### src/rtl/cfg_mib_master.sv
// cfg_mib_master: runs one 32-bit FMC read/write command as a 16-bit MIB bus transaction.
// Optional CFG_MIB_MASTER_STATS_EN adds saturating o_txn_count / o_timeout_count outputs.
module cfg_mib_master #(
    parameter int unsigned ADDR_BITS        = 24,
    parameter int unsigned ACK_TIMEOUT_CLKS = 32,
    parameter int unsigned TURN_CLKS        = 1,
    parameter logic [31:0] TIMEOUT_RDATA    = 32'hDEADDEAD
) (
    input  logic                 i_sysclk,
    input  logic                 i_arst_n,
    input  logic                 i_cmd_sel,
    input  logic                 i_cmd_rd_wr_n,
    input  logic [ADDR_BITS-1:0] i_cmd_addr,
    input  logic [31:0]          i_cmd_wdata,
    output logic                 o_cmd_ack,
    output logic [31:0]          o_cmd_rdata,
    output logic                 o_cmd_timeout,
    output logic                 o_mib_start,
    output logic                 o_mib_rd_wr_n,
    output logic [15:0]          o_mib_dout,
    output logic                 o_mib_d_oe,
    input  logic [15:0]          i_mib_din,
    input  logic                 i_mib_slave_ack
`ifdef CFG_MIB_MASTER_STATS_EN
    ,
    output logic [15:0]          o_txn_count,
    output logic [15:0]          o_timeout_count
`endif
);

    localparam int unsigned CNT_MAX = (ACK_TIMEOUT_CLKS > TURN_CLKS) ? ACK_TIMEOUT_CLKS : TURN_CLKS;
    localparam int unsigned CNT_W   = $clog2(CNT_MAX + 1);
    localparam logic [CNT_W-1:0] TURN_LIM = CNT_W'(TURN_CLKS);
    localparam logic [CNT_W-1:0] ACK_LIM  = CNT_W'(ACK_TIMEOUT_CLKS);

    typedef enum logic [3:0] {
        S_IDLE, S_AHI, S_ALO, S_WHI, S_WLO, S_TURN, S_WAIT, S_RLO, S_DONE
    } state_t;

    state_t               state, state_nx;
    logic                 sel_q;
    logic                 accept;
    logic [ADDR_BITS-1:0] addr_q, addr_nx;
    logic [31:0]          wdata_q, wdata_nx;
    logic                 rw_q, rw_nx;
    logic [CNT_W-1:0]     cnt, cnt_nx, cnt_inc;
    logic [15:0]          rd_hi, rd_hi_nx;
    logic [31:0]          rdata_nx;
    logic [31:0]          addr_ext;
    logic                 start_nx, oe_nx, ack_nx, timeout_nx, mib_rw_nx;
    logic [15:0]          dout_nx;

    // Outputs are registered from the next state so they line up with the state they describe.
    always_comb begin
        state_nx   = state;
        addr_nx    = addr_q;
        wdata_nx   = wdata_q;
        rw_nx      = rw_q;
        cnt_nx     = cnt;
        rd_hi_nx   = rd_hi;
        rdata_nx   = o_cmd_rdata;
        timeout_nx = 1'b0;
        cnt_inc    = cnt + 1'b1;
        accept     = i_cmd_sel & ~sel_q & (state == S_IDLE);

        case (state)
            S_IDLE: begin
                if (accept) begin
                    state_nx = S_AHI;
                    addr_nx  = i_cmd_addr;
                    wdata_nx = i_cmd_wdata;
                    rw_nx    = i_cmd_rd_wr_n;
                end
            end
            S_AHI: state_nx = S_ALO;
            S_ALO: begin
                state_nx = rw_q ? S_TURN : S_WHI;
                cnt_nx   = '0;
            end
            S_WHI: state_nx = S_WLO;
            S_WLO: begin
                state_nx = S_TURN;
                cnt_nx   = '0;
            end
            S_TURN: begin
                if (cnt_inc == TURN_LIM) begin
                    state_nx = S_WAIT;
                    cnt_nx   = '0;
                end else begin
                    cnt_nx = cnt_inc;
                end
            end
            S_WAIT: begin
                // A slave ack on the final counted clock takes priority over the timeout.
                if (i_mib_slave_ack) begin
                    if (rw_q) begin
                        rd_hi_nx = i_mib_din;
                        state_nx = S_RLO;
                    end else begin
                        state_nx = S_DONE;
                    end
                end else if (cnt_inc == ACK_LIM) begin
                    state_nx   = S_DONE;
                    timeout_nx = 1'b1;
                    rdata_nx   = TIMEOUT_RDATA;
                end else begin
                    cnt_nx = cnt_inc;
                end
            end
            S_RLO: begin
                rdata_nx = {rd_hi, i_mib_din};
                state_nx = S_DONE;
            end
            S_DONE:  state_nx = S_IDLE;
            default: state_nx = S_IDLE;
        endcase

        addr_ext  = 32'(addr_nx);
        start_nx  = (state_nx == S_AHI);
        ack_nx    = (state_nx == S_DONE);
        mib_rw_nx = (state_nx != S_IDLE) & rw_nx;
        oe_nx     = 1'b0;
        dout_nx   = '0;
        case (state_nx)
            S_AHI: begin oe_nx = 1'b1; dout_nx = addr_ext[31:16]; end
            S_ALO: begin oe_nx = 1'b1; dout_nx = addr_ext[15:0];  end
            S_WHI: begin oe_nx = 1'b1; dout_nx = wdata_nx[31:16]; end
            S_WLO: begin oe_nx = 1'b1; dout_nx = wdata_nx[15:0];  end
            default: ;
        endcase
    end

    // sel_q resets high so a sel already asserted across reset release is not taken as an edge.
    always_ff @(posedge i_sysclk or negedge i_arst_n) begin
        if (!i_arst_n) begin
            state         <= S_IDLE;
            sel_q         <= 1'b1;
            addr_q        <= '0;
            wdata_q       <= '0;
            rw_q          <= 1'b0;
            cnt           <= '0;
            rd_hi         <= '0;
            o_cmd_ack     <= 1'b0;
            o_cmd_rdata   <= '0;
            o_cmd_timeout <= 1'b0;
            o_mib_start   <= 1'b0;
            o_mib_rd_wr_n <= 1'b0;
            o_mib_dout    <= '0;
            o_mib_d_oe    <= 1'b0;
        end else begin
            state         <= state_nx;
            sel_q         <= i_cmd_sel;
            addr_q        <= addr_nx;
            wdata_q       <= wdata_nx;
            rw_q          <= rw_nx;
            cnt           <= cnt_nx;
            rd_hi         <= rd_hi_nx;
            o_cmd_ack     <= ack_nx;
            o_cmd_rdata   <= rdata_nx;
            o_cmd_timeout <= timeout_nx;
            o_mib_start   <= start_nx;
            o_mib_rd_wr_n <= mib_rw_nx;
            o_mib_dout    <= dout_nx;
            o_mib_d_oe    <= oe_nx;
        end
    end

`ifdef CFG_MIB_MASTER_STATS_EN
    always_ff @(posedge i_sysclk or negedge i_arst_n) begin
        if (!i_arst_n) begin
            o_txn_count     <= '0;
            o_timeout_count <= '0;
        end else begin
            if (ack_nx && (o_txn_count != 16'hFFFF))
                o_txn_count <= o_txn_count + 16'd1;
            if (timeout_nx && (o_timeout_count != 16'hFFFF))
                o_timeout_count <= o_timeout_count + 16'd1;
        end
    end
`endif

endmodule

### config.mk
export PLATFORM = sky130hd
export DESIGN_NAME = cfg_mib_master
export DESIGN_NICKNAME = d
export VERILOG_FILES = /design/src/rtl/cfg_mib_master.sv
export SDC_FILE = /design/constraint.sdc
export NUM_CORES = 1
export LEC_CHECK = 0
export CAP_MARGIN = 5
export CORE_ASPECT_RATIO = 2
export CORE_MARGIN = 10
export CORE_UTILIZATION = 35
export CTS_BUF_LIST = sky130_fd_sc_hd__clkbuf_2
export CTS_CLUSTER_DIAMETER = 150
export DETAILED_ROUTE_END_ITERATION = 10
export GPL_TIMING_DRIVEN = 0
export PLACE_DENSITY = 0.62
export SLEW_MARGIN = 20
export SYNTH_ARGS = -nofsm -noshare
export SYNTH_HDL_FRONTEND = slang
export SYNTH_SLANG_ARGS = --single-unit
### constraint.sdc
create_clock -name i_sysclk -period 2.75 [get_ports i_sysclk]
set_input_delay 0.825 -clock i_sysclk [delete_from_list [all_inputs] [get_ports i_sysclk]]
set_output_delay 0.825 -clock i_sysclk [all_outputs]
set_load 0.01 [all_outputs]
## After elaboration in Yosys (flattened, before gate mapping)

Cells that the tools add are included.

- Multiply operators: 0
- Shifts and indexed selects: 0
- Equality and inequality tests: 17
- Add/subtract/negate cells: 1
- Muxes and demuxes: 25
- Bitwise operators: 4
- Order comparisons: 0
- Divide/modulo/power cells: 0
- Reduce and logical (&&, ||, !) cells: 9

Operator list:

| operator | count |
|---|---|
| $mux W32 | 4 |
| $pmux W16 S4 | 1 |
| $pmux W32 S2 | 1 |
| $mux W24 | 2 |
| $pmux W4 S8 | 1 |
| $eq A4 B3 Y1 const B | 5 |
| $mux W4 | 5 |
| $mux W6 | 3 |
| $pmux W6 S3 | 1 |
| $eq A4 B2 Y1 const B | 4 |
| $reduce_and A3 Y1 | 3 |
| $eq A4 B1 Y1 const B | 2 |
| $add A6 B1 Y6 const B | 1 |
| $eq A6 B1 Y1 const B | 1 |
| $eq A6 B6 Y1 const B | 1 |
| $mux W1 | 6 |
| $ne A2 B2 Y1 const B | 3 |
| $eq A4 B4 Y1 const B | 1 |
| $logic_not A4 Y1 | 1 |
| $reduce_bool A4 Y1 | 1 |
| $reduce_or A4 Y1 | 1 |
| $and A1 B1 Y1 | 3 |
| $mux W3 | 1 |
| $reduce_bool A3 Y1 | 1 |
| 3 further kinds | 3 |

- Memory bits (writable): 0
- ROM bits: 0
- Bits in latches: 0
- Output and inout bits: 53
- Register bits after elaboration: 137
- Word-level logic and storage cells: 70
- Memories kept: 0
- Input port bits: 77

## Longest topological paths before layout

Gate-level depths: netlist of the first run.

- Depth in word-level cells: 8
- Depth in mapped cells: 9
- Mapped depth without buffers: 6

## Worst setup path before layout of the first run

No wires, ideal clock.

- Kind: register to register
- Start point: reg cnt[0]
- End point: reg o_mib_rd_wr_n
- Buffers on the path: 0
- Path slack: 0.599 ns
- Required time: 2.621 ns
- Cell stages (with the launch flop): 6
- Arrival: 2.022 ns
- Period minus slack after synthesis: 2.151 ns
- Setup time: 0.129 ns
- Cells stage by stage: dfrtp_1 ha_1 or4_1 a22oi_2 o32ai_1 o41a_1

- Cells in the longest elaborated chain, start to end: 7
- Elaborated cells on any way between the ends: 9
- Classes of those cells: add/sub: 1; eq/ne: 2; mux: 4; bitwise: 1; reduce/logical: 1

RTL lines:

| item | RTL line | RTL |
|---|---|---|
| start: declaration | 46 | `logic [CNT_W-1:0] cnt, cnt_nx, cnt_inc;` |
| start signal: assignment | 156 | `cnt <= cnt_nx;` |
| $add A6 B1 Y6 * | 63 | `cnt_inc = cnt + 1'b1;` |
| $eq A6 B6 Y1 | 102 | `end else if (cnt_inc == ACK_LIM) begin` |
| $mux W4 | 102 |  |
| $mux W4 | 95 | `if (i_mib_slave_ack) begin` |
| $pmux W4 S8 * | 66 | `case (state)` |
| named net state_nx[2] | 40 | `state_t state, state_nx;` |
| $reduce_bool A4 Y1 * | 121 | `mib_rw_nx = (state_nx != S_IDLE) & rw_nx;` |
| $and A1 B1 Y1 * | 121 |  |
| named net mib_rw_nx | 50 | `logic start_nx, oe_nx, ack_nx, timeout_nx, mib_rw_nx;` |
| end signal: assignment | 162 | `o_mib_rd_wr_n <= mib_rw_nx;` |
| end: declaration | 19 | `output logic o_mib_rd_wr_n,` |

The timed path passes the listed nets; every way through them passes the cells marked *.
A chain may end at the register's enable or synchronous reset.

## Final worst setup path of the first run

- Start point: reg o_cmd_rdata[5]
- End point: out o_cmd_rdata[5]

RTL lines:

| item | RTL line | RTL |
|---|---|---|
| start: declaration | 16 | `output logic [31:0] o_cmd_rdata,` |
| start signal: assignment | 159 | `o_cmd_rdata <= rdata_nx;` |

No word-level cell between the ends.

==> summary.txt, run 1 <==
Largest delay contributor family on the critical path = buffers and inverters
Post-route setup slack = 224.4 ps
Crit path time final = 2526 ps
First-pass GRT wire length = 25080 um
Int Pwr = 4.420 mW
Fillers = 1460
Non-Filler Instances = 806
P_leak = 3.206 nW
CP cell instances = clkdlybuf4s50_1
Die width = 107.5 um
Post-Syn Instances = 443
VDD IR max = 639.9 uV
Seq/Total Area, Yosys = 0.6019
Global route total overflow = 0
Sequential power share = 0.438
Clock transition at the registers of the reported paths = 270 ps
Die area = 20980 um2
Post-Syn Nets = 523
Initial antenna violation count = 2
Status = finished, final reports clean
Sw frac = 0.3716
Max_cap viols = 0
F_max = 395.9 MHz
Clock tree sinks = 129
Area leader, netlist = dfrtp_1
Area growth syn-to-layout = 33.79%
Core area = 15210 um2
Total Routing Usage GR = 0.1507
Drt initial violations = 344
Routed Antenna Nets = 0
#FFs+latches synth = 129
I/O Buffers = 129
Main synth FF type = dfrtp_1
Residual DRC = 0
TritonCTS clock tree = done
Skew final = 42.43 ps
Synth Area per Inst = 12.11 um2
Worst min path class = register to register
CTS Root Cell = clkbuf_2
RSZ-0062 raised after global routing = no
Maximum root-to-sink buffer count = 2
Buf/Inv on CP = 1
Cells taking the most area after synthesis = dfrtp_1 (60%), mux2_2 (9.7%), nand2_1 (6.2%)
# H-tree levels = 4
Clk pwr share = 0.162
Asr flop ratio synth = 1.000
IO Pins = 130
Row count = 64
Wirelength per Cell = 19.09 um
Post-layout util = 0.4718
Comb power frac = 0.400
Power per standard cell area = 979.9 nW/um2
P_sw = 2.614 mW
Yosys top cell area share = 0.5970
Slew HR = 0.4919
Hold Worst Slack = 504.6 ps
CP max-delay cell = clkdlybuf4s50_1
Pre-CTS setup slack = -336.0 ps
CP Launch Type = register
Sum Neg Setup Slack = 0 ps
Period utilization = 0.9184
Die height = 195.1 um
Capturing element type of the critical path = output port
Yosys warnings = 0
Post-synth EDFFs = 0
Worst-Margin Slew = 759.3 ps
Crit Path Class = register to output port
Endpoints failing hold = 0
Initial Util = 0.3526
Worst path arrival time = 1700 ps
CTS Buf Count = 17
Slew Limit Fails = 0
Crit path required time = 1930 ps
Drt total wl = 15390 um
Setup Viol. Count Final = 0
Post-synthesis cell type count = 56
Clk_lat worst skew = 700 ps
Pin count of the biggest net entering global routing = 84
Syn Std Cell Area = 5365 um2
Detail Placement HPWL = 11420 um
Pre-antenna DRT Iters = 5
Placed Cells = 771
Number of global-route vias before repair = 4560
Critical path peak fanout = 2
Ratio of cells with drive above 1 in the final layout = 0.1716
Routability cong. = 0.8640
Via density = 5.190
Worst stage delay on the critical path = 570 ps
Vias = 4183
Nets = 673
sequential cells by signal, indices dropped and copies added (netlist names):
register and count:
o_mib_start 1, addr_q 16, rd_hi 16, o_cmd_rdata 32, sel_q 1, cnt 6
o_cmd_ack 1, o_mib_rd_wr_n 1, o_mib_d_oe 1, o_cmd_timeout 1, state 4, wdata_q 32
o_mib_dout 16, rw_q 1
metrics by stage:
stage,power (mW),cell area [um2]
5_1_grt,7.529,7178
4_1_cts,7.100,7168
6_report,7.034,7178
3_5_place_dp,5.948,6933
3_3_place_gp,5.823,6904
2_1_floorplan,4.613,5365
cell usage in the layout, fill, tap and decap left out, drive strengths merged, types with 12 or more instances in the layout:
master,count
dfrtp,128
nand2,89
mux2,46
inv,14
clkbuf,33
nor2,13
clkdlybuf4s50,128
buf,12
o22a,22
worst paths after layout:
check | cells after the start | from | slack, ps | end
max reg2reg | 6 | state[3] | 290 | rd_hi[11]
min reg2reg | 2 | wdata_q[2] | 500 | wdata_q[2]
max in group asynchronous | 3 | i_arst_n | 1380 | sel_q
min | 2 | wdata_q[2] | 500 | wdata_q[2]
max | 1 | o_cmd_rdata[5] | 220 | o_cmd_rdata[5]
min in group asynchronous | 2 | i_arst_n | 560 | wdata_q[25]
Yosys cell counts, types with 2 or more instances:
library cell,count
nor3b_1,2
o22a_1,20
clkbuf_1,16
o2bb2ai_1,2
nand3_1,4
a221oi_1,5
a22o_1,10
a22oi_1,8
nor2_1,13
buf_8,2
o21ai_0,9
mux2i_1,5
o21bai_1,2
ha_1,3
o22a_2,2
nor2b_1,5
or3_1,3
o211ai_1,7
dfrtp_1,128
buf_2,7
a222oi_1,8
inv_1,5
mux2_2,46
nor3_1,4
a21oi_1,4
nand2_1,88
nand2b_1,6
cell type report:
| cell class | instances | area (um2) | share of cell area |
|---|---|---|---|
| flip-flops and latches | 129 | 3229 | 0.4499 |
| inverters | 5 | 18.77 | 0.002615 |
| diodes | 2 | 5.005 | 0.0006972 |
| plain buffers | 26 | 128.9 | 0.01795 |
| clock buffers | 17 | 85.08 | 0.01185 |
| repair buffers | 131 | 1330 | 0.1853 |
| multi-input cells | 283 | 1993 | 0.2777 |
| clock inverters | 15 | 140.1 | 0.01952 |
| well taps | 198 | 247.7 | 0.03451 |
power by group through the flow:
stage	clock network, mW	registers (mW)	logic, mW
2_1_floorplan	0	3.18	1.44
3_3_place_gp	0	3.08	2.74
3_5_place_dp	0	3.12	2.83
4_1_cts	1.18	3.08	2.84
5_1_grt	1.26	3.17	3.09
6_report	1.14	3.08	2.82
what timing repair did:
action | 4_1_cts | 5_1_grt
buffers inserted | 0 | 0
hold buffers | 1 | 0
resized for setup | 0 | 0
endpoints found under the setup margin | 0 | 0
hold endpoints to repair | 32 | 0
cell families after synthesis:
kind of cell,count (synthesis),share of synthesized area
flops,129,0.6019
compound gates,91,0.1413
simple gates,138,0.1164
fa+ha+maj,3,0.006997
mux,51,0.1059
buf+inv,31,0.02752
routing by layer:
metal | wire, um | global-route usage
met5 | 0 | 0
met1 | 5565 | 0.1571
met2 | 8370 | 0.2678
met4 | 377 | 0.05871
met3 | 1075 | 0.04980
No activity file was read; power rests on OpenSTA's default activity.
==> run 2: changes to the inputs <==
--- a/config.mk
+++ b/config.mk
@@ -13,7 +13,9 @@
 export CTS_CLUSTER_DIAMETER = 150
 export DETAILED_ROUTE_END_ITERATION = 10
 export GPL_TIMING_DRIVEN = 0
+export HOLD_SLACK_MARGIN = 0.05
 export PLACE_DENSITY = 0.62
+export RECOVER_POWER = 50
 export SLEW_MARGIN = 20
 export SYNTH_ARGS = -nofsm -noshare
 export SYNTH_HDL_FRONTEND = slang
==> run 2 against run 1 <==
  * Core utilization decreased by 0.066 points
  * Wire length grew 0.13%
  * Setup slack got worse by 27 ps
  * Clock skew increased by 2.6 ps
  * Hold slack worse by 2.5 ps
  * Sequential power is essentially flat
  * Sequential cell count unchanged
  * Highest routed layer unchanged
==> summary.txt, run 2 (synthesis gave the netlist of run 1 again) <==
Status = finished, final reports clean
Die height = 195.1 um
Worst min path class = register to register
Power per standard cell area = 978.5 nW/um2
Setup Viol. Count Final = 0
Drt total wl = 15410 um
First-pass GRT wire length = 25080 um
Total Routing Usage GR = 0.1507
Pre-antenna DRT Iters = 5
Non-Filler Instances = 806
Skew final = 45.00 ps
Maximum root-to-sink buffer count = 2
RSZ-0062 raised after global routing = no
Crit path required time = 3320 ps
Clock transition at the registers of the reported paths = 260 ps
Number of global-route vias before repair = 4560
Area growth syn-to-layout = 33.61%
Post-layout util = 0.4711
Global route total overflow = 0
Slew Limit Fails = 0
Buf/Inv on CP = 3
CP cell instances = dlygate4sd3_1 > nand4b_1 > clkbuf_1 > buf_1 > nand2_1 > o41a_1
Placed Cells = 771
Worst-Margin Slew = 1199 ps
Wirelength per Cell = 19.12 um
Reg-to-reg slack, setup = 260 ps
Post-CTS Setup Bufs = 0
Endpoints failing hold = 0
Core area = 15210 um2
Slew HR = 0.2007
Worst path arrival time = 3120 ps
Period utilization = 0.9281
CP Launch Type = input port
Ratio of cells with drive above 1 in the final layout = 0.1452
Crit Path Class = input port to register
Crit path time final = 2552 ps
Via density = 5.196
P_leak = 3.200 nW
Wl on met1 = 5519 um
Routability cong. = 0.8640
TritonCTS clock tree = done
Vias = 4188
Biggest regs = o_cmd_rdata x32, wdata_q x32
Die width = 107.5 um
Clk_lat worst skew = 710 ps
Most frequent cells in the layout = dfrtp_1 (128), clkdlybuf4s50_1 (127), nand2_1 (88)
Max_cap viols = 0
Pin count of the biggest net entering global routing = 84
# H-tree levels = 4
Capturing element type of the critical path = register
Die area = 20980 um2
Routed wl met2 = 8396 um
Residual DRC = 0
Commonest non-fill, non-tap cell in the layout = dfrtp_1
CTS Buf Count = 17
Routed Antenna Nets = 0
Drt initial violations = 294
Initial antenna violation count = 2
Highest metal used = met4
Row count = 64
Nets = 673
Largest delay contributor family on the critical path = buffers and inverters
DR WL met3 = 1116 um
IO Pins = 130
CP max-delay cell = dlygate4sd3_1
Worst stage delay on the critical path = 590 ps
Initial Util = 0.3526
Critical path peak fanout = 10
Clock tree sinks = 129
F_max = 391.8 MHz
Detail Placement HPWL = 11420 um
VDD IR max = 640.5 uV
CTS Root Cell = clkbuf_2
I/O Buffers = 129
run 2: report_power, final:
| group | switching [mW] | total (mW) | internal [mW] |
|---|---|---|---|
| combinational | 1.36 | 2.79 | 1.43 |
| sequential | 0.400 | 3.08 | 2.68 |
| clock | 0.858 | 1.14 | 0.285 |
run 2: final cells by class:
class                      instances  area [um2]
tap                              198       247.7
timing repair buffer             131        1324
buffer                            26       125.1
fill                            1462        8046
inverter                           5       18.77
multi-input combinational        283        1993
clock buffer                      17       85.08
clock inverter                    15       140.1
antenna                            2       5.005
sequential                       129        3229
run 2: stage by stage:
step / hold slack [ps] / worst slack, ps / instance area [um2] / TNS [ps] / total power, mW
2_1_floorplan: 444.6 / 598.8 / 5365 / 0 / 4.613
3_3_place_gp: 459.4 / -4020 / 6904 / -518520 / 5.823
3_5_place_dp: 464.4 / -336.0 / 6933 / -5294 / 5.948
4_1_cts: 509.1 / 151.5 / 7168 / 0 / 7.100
5_1_grt: 541.7 / 54.45 / 7168 / 0 / 7.501
6_report: 502.1 / 197.6 / 7168 / 0 / 7.014
run 2: final timing paths:
check | start | endpoint | cells past startpoint
setup reg to reg | state[3] | rd_hi[11] | 6
max in group asynchronous | i_arst_n | sel_q | 3
hold reg to reg | wdata_q[2] | o_mib_dout[2] | 2
min in group asynchronous | i_arst_n | wdata_q[25] | 2
setup / recovery | i_cmd_sel | o_mib_rd_wr_n | 6
hold / removal | wdata_q[2] | o_mib_dout[2] | 2
run 2: worst min-delay path: stages (launching register included):
cell and delay, ps:
dfrtp_1 390, a222oi_1 80, nand2_1 70
run 2: timing repair:
item	4_1_cts	5_1_grt
resized for setup	0	0
hold buffers	1	0
endpoints found under the hold margin	46	0
setup endpoints to repair	0	0
run 2: layer usage:
layer  track usage  vias up
met5             0        -
met4       0.05871        0
met3       0.04980       29
met2        0.2678      155
met1        0.1571     2099
li1              -     1905
